### src/rtl/tlp_ocp_sequencer_if.sv
// AXI-stream TLP input and OCP 2.2 master command/data signals of the TLP-to-OCP sequencer.
// The sequencer connects through the master modport; the FIFO/OCP environment uses the slave modport.
interface tlp_ocp_sequencer_if #(
    parameter int ADDR_W = 32,
    parameter int DATA_W = 32
);
    logic              s_axis_tvalid;
    logic              s_axis_tready;
    logic [63:0]       s_axis_tdata;
    logic [7:0]        s_axis_tkeep;
    logic              s_axis_tlast;
    logic [2:0]        MCmd;
    logic [ADDR_W-1:0] MAddr;
    logic [9:0]        MBurstLength;
    logic [2:0]        MBurstSeq;
    logic              MBurstSingleReq;
    logic [DATA_W-1:0] MData;
    logic              MDataValid;
    logic              SCmdAccept;
    logic              SDataAccept;

    modport master (
        input  s_axis_tvalid, s_axis_tdata, s_axis_tkeep, s_axis_tlast, SCmdAccept, SDataAccept,
        output s_axis_tready, MCmd, MAddr, MBurstLength, MBurstSeq, MBurstSingleReq, MData, MDataValid
    );

    modport slave (
        output s_axis_tvalid, s_axis_tdata, s_axis_tkeep, s_axis_tlast, SCmdAccept, SDataAccept,
        input  s_axis_tready, MCmd, MAddr, MBurstLength, MBurstSeq, MBurstSingleReq, MData, MDataValid
    );
endinterface

### src/rtl/tlp_ocp_sequencer.sv
// Sequences PCIe memory-request TLPs (64-bit AXIS, Xilinx layout) into OCP burst transactions.
// Optional macro LEN_CHECK_EN: checks payload length against tlast/tkeep and adds sticky len_err.
module tlp_ocp_sequencer #(
    parameter int ADDR_W = 32,
    parameter int DATA_W = 32
) (
    input  logic                clk,
    input  logic                aresetn,
    tlp_ocp_sequencer_if.master bus,
    output logic                unsup_pulse,
`ifdef LEN_CHECK_EN
    output logic                len_err,
`endif
    output logic                busy
);
    // state | meaning
    // IDLE  | ready for header beat0 (DW0/DW1)
    // HDR1  | decode beat1, latch address, pop it unless it carries MWr32 payload
    // CMD   | OCP command presented until SCmdAccept
    // WDATA | one write DW per accepted OCP data phase
    // DROP  | drain unsupported/malformed TLP through tlast
    typedef enum logic [2:0] {ST_IDLE, ST_HDR1, ST_CMD, ST_WDATA, ST_DROP} state_t;

    localparam logic [2:0] CMD_IDLE = 3'b000;
    localparam logic [2:0] CMD_WR   = 3'b001;
    localparam logic [2:0] CMD_RD   = 3'b010;

    state_t            state;
    logic [1:0]        fmt_q;
    logic [4:0]        type_q;
    logic [9:0]        len_q;
    logic              tready_q;
    logic              dw_sel;
    logic [10:0]       remaining;
    logic [2:0]        mcmd_q;
    logic [ADDR_W-1:0] maddr_q;
    logic [9:0]        mblen_q;

    logic              pad;
    logic              beat_ends;
    logic              is_4dw, is_wr;
    logic [31:0]       lo_dw, hi_dw, addr_dw;
    logic [DATA_W-1:0] sel_dw;
    logic              beat_hs, last_dw, d_valid, d_hs, wr_pop, hdr_bad;
    logic              unused_ok;

`ifdef LEN_CHECK_EN
    // A tlast beat whose upper DW is not kept ends the payload on the lower DW.
    assign beat_ends = bus.s_axis_tlast && (bus.s_axis_tkeep[7:4] == 4'd0);
`else
    assign pad       = 1'b0;
    assign beat_ends = 1'b0;
`endif

    assign lo_dw   = bus.s_axis_tdata[31:0];
    assign hi_dw   = bus.s_axis_tdata[63:32];
    assign is_4dw  = fmt_q[0];
    assign is_wr   = fmt_q[1];
    assign addr_dw = is_4dw ? hi_dw : lo_dw;
    assign sel_dw  = dw_sel ? hi_dw : lo_dw;
    assign hdr_bad = (is_4dw && (lo_dw != 32'd0)) || (is_wr ? (is_4dw && bus.s_axis_tlast) : !bus.s_axis_tlast);

    assign beat_hs = bus.s_axis_tvalid && bus.s_axis_tready;
    assign last_dw = (remaining == 11'd1);
    assign d_valid = (state == ST_WDATA) && (pad || bus.s_axis_tvalid);
    assign d_hs    = d_valid && bus.SDataAccept;
    assign wr_pop  = d_hs && !pad && (dw_sel || last_dw || beat_ends);

    assign bus.s_axis_tready   = (state == ST_WDATA) ? wr_pop : tready_q;
    assign bus.MCmd            = mcmd_q;
    assign bus.MAddr           = maddr_q;
    assign bus.MBurstLength    = mblen_q;
    assign bus.MBurstSeq       = 3'b000;
    assign bus.MBurstSingleReq = (mcmd_q != CMD_IDLE);
    assign bus.MData           = (d_valid && !pad) ? sel_dw : '0;
    assign bus.MDataValid      = d_valid;
    assign busy                = (state != ST_IDLE);
    assign unused_ok           = ^bus.s_axis_tkeep;

    always_ff @(posedge clk or negedge aresetn) begin
        if (!aresetn) begin
            state       <= ST_IDLE;
            fmt_q       <= '0;
            type_q      <= '0;
            len_q       <= '0;
            tready_q    <= 1'b0;
            dw_sel      <= 1'b0;
            remaining   <= '0;
            mcmd_q      <= CMD_IDLE;
            maddr_q     <= '0;
            mblen_q     <= '0;
            unsup_pulse <= 1'b0;
`ifdef LEN_CHECK_EN
            pad         <= 1'b0;
            len_err     <= 1'b0;
`endif
        end else begin
            unsup_pulse <= 1'b0;
            case (state)
                ST_IDLE: begin
                    tready_q <= 1'b1;
                    if (beat_hs) begin
                        fmt_q  <= lo_dw[30:29];
                        type_q <= lo_dw[28:24];
                        len_q  <= lo_dw[9:0];
                        if (bus.s_axis_tlast) begin
                            unsup_pulse <= 1'b1;
                        end else begin
                            state    <= ST_HDR1;
                            // MWr32 keeps beat1 (its upper DW is payload); unsupported types leave it for DROP
                            tready_q <= (lo_dw[28:24] == 5'd0) && (lo_dw[30:29] != 2'b10);
                        end
                    end
                end
                ST_HDR1: begin
                    if (type_q != 5'd0) begin
                        state       <= ST_DROP;
                        tready_q    <= 1'b1;
                        unsup_pulse <= 1'b1;
                    end else if (bus.s_axis_tvalid) begin
                        if (hdr_bad) begin
                            unsup_pulse <= 1'b1;
                            tready_q    <= 1'b1;
                            state       <= bus.s_axis_tlast ? ST_IDLE : ST_DROP;
                        end else begin
                            state     <= ST_CMD;
                            tready_q  <= 1'b0;
                            mcmd_q    <= is_wr ? CMD_WR : CMD_RD;
                            maddr_q   <= {addr_dw[ADDR_W-1:2], 2'b00};
                            mblen_q   <= len_q;
                            remaining <= {(len_q == 10'd0), len_q};
                            dw_sel    <= !is_4dw;
                        end
                    end
                end
                ST_CMD: begin
                    if (bus.SCmdAccept) begin
                        mcmd_q <= CMD_IDLE;
                        if (mcmd_q == CMD_WR) begin
                            state <= ST_WDATA;
                        end else begin
                            state    <= ST_IDLE;
                            tready_q <= 1'b1;
                        end
                    end
                end
                ST_WDATA: begin
                    if (d_hs) begin
                        remaining <= remaining - 11'd1;
                        dw_sel    <= !dw_sel;
                        if (last_dw) begin
                            tready_q <= 1'b1;
`ifdef LEN_CHECK_EN
                            pad <= 1'b0;
                            if (!pad && !bus.s_axis_tlast) begin
                                state       <= ST_DROP;
                                len_err     <= 1'b1;
                                unsup_pulse <= 1'b1;
                            end else begin
                                state <= ST_IDLE;
                            end
                        end else if (wr_pop && bus.s_axis_tlast) begin
                            pad     <= 1'b1;
                            len_err <= 1'b1;
`else
                            state <= ST_IDLE;
`endif
                        end
                    end
                end
                ST_DROP: begin
                    tready_q <= 1'b1;
                    if (beat_hs && bus.s_axis_tlast) state <= ST_IDLE;
                end
                default: state <= ST_IDLE;
            endcase
        end
    end
endmodule
### src/flat_wrapper.sv
// flat-port wrapper written by rule: the top's interface ports become plain ports
module tlp_ocp_sequencer_flat 
#(
    parameter int ADDR_W = 32,
    parameter int DATA_W = 32
)
  (clk, aresetn, unsup_pulse, busy, bus_s_axis_tvalid, bus_s_axis_tdata, bus_s_axis_tkeep, bus_s_axis_tlast, bus_SCmdAccept, bus_SDataAccept, bus_s_axis_tready, bus_MCmd, bus_MAddr, bus_MBurstLength, bus_MBurstSeq, bus_MBurstSingleReq, bus_MData, bus_MDataValid);
  tlp_ocp_sequencer_if #(.ADDR_W(ADDR_W), .DATA_W(DATA_W)) bus_i ();
  input  logic clk;
  input  logic aresetn;
  output logic unsup_pulse;
  output logic busy;
  input wire logic [$bits(bus_i.s_axis_tvalid)-1:0] bus_s_axis_tvalid;
  input wire logic [$bits(bus_i.s_axis_tdata)-1:0] bus_s_axis_tdata;
  input wire logic [$bits(bus_i.s_axis_tkeep)-1:0] bus_s_axis_tkeep;
  input wire logic [$bits(bus_i.s_axis_tlast)-1:0] bus_s_axis_tlast;
  input wire logic [$bits(bus_i.SCmdAccept)-1:0] bus_SCmdAccept;
  input wire logic [$bits(bus_i.SDataAccept)-1:0] bus_SDataAccept;
  output wire logic [$bits(bus_i.s_axis_tready)-1:0] bus_s_axis_tready;
  output wire logic [$bits(bus_i.MCmd)-1:0] bus_MCmd;
  output wire logic [$bits(bus_i.MAddr)-1:0] bus_MAddr;
  output wire logic [$bits(bus_i.MBurstLength)-1:0] bus_MBurstLength;
  output wire logic [$bits(bus_i.MBurstSeq)-1:0] bus_MBurstSeq;
  output wire logic [$bits(bus_i.MBurstSingleReq)-1:0] bus_MBurstSingleReq;
  output wire logic [$bits(bus_i.MData)-1:0] bus_MData;
  output wire logic [$bits(bus_i.MDataValid)-1:0] bus_MDataValid;
  assign bus_i.s_axis_tvalid = bus_s_axis_tvalid;
  assign bus_i.s_axis_tdata = bus_s_axis_tdata;
  assign bus_i.s_axis_tkeep = bus_s_axis_tkeep;
  assign bus_i.s_axis_tlast = bus_s_axis_tlast;
  assign bus_i.SCmdAccept = bus_SCmdAccept;
  assign bus_i.SDataAccept = bus_SDataAccept;
  assign bus_s_axis_tready = bus_i.s_axis_tready;
  assign bus_MCmd = bus_i.MCmd;
  assign bus_MAddr = bus_i.MAddr;
  assign bus_MBurstLength = bus_i.MBurstLength;
  assign bus_MBurstSeq = bus_i.MBurstSeq;
  assign bus_MBurstSingleReq = bus_i.MBurstSingleReq;
  assign bus_MData = bus_i.MData;
  assign bus_MDataValid = bus_i.MDataValid;
  tlp_ocp_sequencer #(.ADDR_W(ADDR_W), .DATA_W(DATA_W)) u_core (.clk(clk), .aresetn(aresetn), .bus(bus_i), .unsup_pulse(unsup_pulse), .busy(busy));
endmodule
### config.mk
export PLATFORM = sky130hd
export DESIGN_NAME = tlp_ocp_sequencer_flat
export DESIGN_NICKNAME = d
export VERILOG_FILES = /design/src/rtl/tlp_ocp_sequencer_if.sv /design/src/rtl/tlp_ocp_sequencer.sv /design/src/flat_wrapper.sv
export SDC_FILE = /design/constraint.sdc
export NUM_CORES = 1
export LEC_CHECK = 0
export ABC_CLOCK_PERIOD_IN_PS = 3930
export CAP_MARGIN = 20
export CORE_UTILIZATION = 29
export CTS_BUF_LIST = sky130_fd_sc_hd__clkbuf_8
export CTS_CLUSTER_SIZE = 28
export DETAILED_ROUTE_END_ITERATION = 8
export PLACE_DENSITY_LB_ADDON = 0.12
export SLEW_MARGIN = 10
export SYNTH_ARGS = -nofsm -noshare
export SYNTH_HDL_FRONTEND = slang
export SYNTH_SLANG_ARGS = --single-unit
### constraint.sdc
create_clock -name clk -period 3.93 [get_ports clk]
set_input_delay 0.786 -clock clk [delete_from_list [all_inputs] [get_ports clk]]
set_output_delay 0.786 -clock clk [all_outputs]
set_load 0.05 [all_outputs]
==> results.yml <==
status:
  status: "complete, no violations"
die:
  dieArea_mm2: 0.0157
  die_x_um: 125
  core_area_mm2: 0.0147
  num_rows: 44
  initial_utilization_pct: 30.0
  die_y_um: 125
  boundaryPins: 163
detailed_routing:
  drcViolationCount: 0
  ant_nets: 0
  drtIter0Drc: 188
  num_vias: 3909
  wire_per_inst_um: 17.5
  dr.pass1.iters: 4
  vias_per_cell: 5.01
  wl_um: 13700
global_routing:
  grt_util_all_layers_pct: 17.9
  antenna_found_initial: 0
  grt_pass1_vias: 4045
  grt-ovfl-total: 0
  grt_pass1_wl_um: 22000
  grt_max_degree: 77
clocking:
  clock_path_buffers: 2
  path_clk_slew_ns: 0.09
  clock_latency_ns: 0.35
  htreeDepth: 3
  root_buffer: "clkbuf_8"
  tritoncts: "yes"
  cts_hold_buffers: 0
  cts_post_setup_buffers_inserted: 0
  cts_resized: 0
  clock-sinks: 76
  cts_made_buffers: 9
final_layout:
  area_growth_pct: 50.4
  fin_cells: 781
  drive_above_1_share_pct: 17.4
  fin_nets: 672
  seqCellArea_mm2: 0.00190
  design_area_mm2: 0.00664
  final_common_cell: "clkdlybuf4s50_1"
  layout_common_cells: "clkdlybuf4s50_1 (113), nor2_1 (79), dfrtp_1 (74)"
  fillCellCount: 1404
  multiInputGateArea_mm2: 0.00227
  antenna_cells: 0
place:
  gp_congestion: 0.807
  port_buffers: 148
  pre_cts_ws_ns: 0.195
  hpwlAfterDp_um: 10300
  dp.cells: 764
  placed_cell_area_mm2: 0.00639
logic_synthesis:
  async_flop_share_pct: 100
  ys.flop_type: "dfrtp_1"
  synth_top_cell_by_area: "dfrtp_1"
  netlist_instances: 447
  synth_edf_count: 0
  syn_area_mm2: 0.00441
  synth.yosys.warnings: 0
  synth-seq-area-share_pct: 43.1
  syn_avg_cell_area_um2: 9.87
  synth_area_leaders: "dfrtp_1 (43%), mux2i_1 (14%), nor2_1 (6.7%)"
  synth.top_cell.area_share_pct: 43.1
  ys_types: 58
  ys_seq_elements: 76
timing:
  max_freq_ghz: 0.301
  max_slew_margin_pct: 35.6
  final.setup.tns_ns: 0
  report.final.slew_viol_count: 0
  hold_viol: 0
  setup_viol_count_final: 0
  min_period_ns: 3.32
  fin_skew_ns: 0.0106
  rsz0062_at_grt: "false"
  setup_slack_ns: 0.608
  min_period_over_period_pct: 84.5
  tightest_slew_ns: 0.965
worst_setup_path:
  worstPathMaxFanout: 8
  path_cells: "clkdlybuf4s50_1 > nor4_1 > buf_4 > o2111ai_1 > or4_1 > a211oi_4 > buf_4 > mux2_2"
  r2r-end: "u_core.fmt_q[0]"
  slowest_delay_ns: 0.61
  reg2regPathDepth: 6
  start_kind: "input pin"
  r2r_start: "u_core.state[0]"
  critPathCaptureType: "flop"
  path_class: "input pin to flop"
  crit_path_frequent_cell: "buf_4"
  required_ns: 4.17
  critPathSlowestCell: "or4_1"
  critical_path_arrival_ns: 3.56
  regToRegSetupSlack_ns: 0.92
job:
  maxCapViolCount: 0
worst_hold_path:
  hold_path_class: "input pin to asynchronous set/reset pin"
pwr:
  powerDensity_mw_per_mm2: 600
  cellLeakagePower_nw: 2.78
  peakVddDrop_mv: 0.236
## worst max-delay path: cells and delay by family
kind | cells | cell delay (ns)
muxes | 1 | 0.35
and+or+nand+nor | 2 | 1.08
AOI/OAI and AO/OA | 2 | 0.44
buffers and inverters | 3 | 0.90
## power by group
group / leakage (nW) / total [mW] / switching (mW) / internal, mW
combinational: 1.69 / 1.96 / 1.12 / 0.845
sequential: 0.987 / 1.35 / 0.286 / 1.06
clock: 0.107 / 0.670 / 0.315 / 0.356
## state kept, by name (all words and copies together) (netlist names)
register,flops
u_core.state,3
u_core.unsup_pulse,1
u_core.remaining,11
u_core.dw_sel,1
u_core.bus.MBurstLength,10
u_core.bus.MCmd,2
u_core.len_q,10
u_core.fmt_q,2
u_core.type_q,5
u_core.tready_q,1
u_core.bus.MAddr,30
## kinds of logic after synthesis
group / Yosys count / synth area share (%)
simple gates: 145 / 15.7
other cells: 1 / 0.0850
mux: 89 / 21.7
flops: 76 / 43.1
fa+ha+maj: 2 / 0.567
buf+inv: 44 / 5.93
compound gates: 89 / 12.7
xor+xnor: 1 / 0.199
## final cells by class
cell class | count | share of cell area, %
sequential | 76 | 28.7
inverter | 9 | 0.509
multi-input combinational | 332 | 34.2
clock buffer | 9 | 1.87
clock inverter | 7 | 1.40
tap | 184 | 3.47
timing repair buffer | 164 | 29.9
## cell usage after synthesis (3+ instances only)
cell	n
nor2_1	79
dfrtp_1	76
mux2i_1	62
a21oi_1	43
clkbuf_1	16
mux2_2	15
nand2_1	12
o21ai_0	12
nand3_1	10
nor4_1	10
inv_1	9
mux2_4	9
nor3_1	8
buf_2	7
buf_4	6
o211ai_1	5
o2bb2ai_1	5
a22oi_1	3
a31oi_1	3
clkbuf_8	3
mux2_1	3
nand2b_1	3
nor2b_1	3
## stage by stage
stage | utilization, % | hold slack, ns | power, mW
6_report | 45.1 | 0.294 | 3.98
5_1_grt | 45.1 | 0.291 | 4.21
4_1_cts | 45.0 | 0.503 | 4.01
3_5_place_dp | 43.5 | 0.485 | 3.33
3_3_place_gp | 43.5 | 0.471 | 3.30
2_1_floorplan | - | 0.470 | 2.72
## layer usage
layer	vias up	GRT usage [%]	part of all wire, %
li1	1876	-	-
met1	1904	22.3	44
met2	114	29.7	48
met3	15	5.26	6.8
met4	0	5.45	1.4
met5	-	0	0
## how the worst max path moves through the flow
stage                                   start                    endpoint  slack, ns  cells past startpoint
after floorplan             bus_s_axis_tvalid           bus_s_axis_tready       1.01                      4
after global placement    bus_s_axis_tdata[3]  u_core.bus.MBurstLength[3]       0.21                      8
after detailed placement  bus_s_axis_tdata[3]         u_core.bus.MAddr[9]       0.20                     10
after CTS                 bus_s_axis_tdata[3]         u_core.bus.MAddr[9]       0.56                     10
after global routing      bus_s_axis_tdata[8]        u_core.bus.MAddr[12]       0.40                     10
final                     bus_s_axis_tdata[8]  u_core.bus.MBurstLength[0]       0.61                      8
Power figures use the tool's default switching activity.
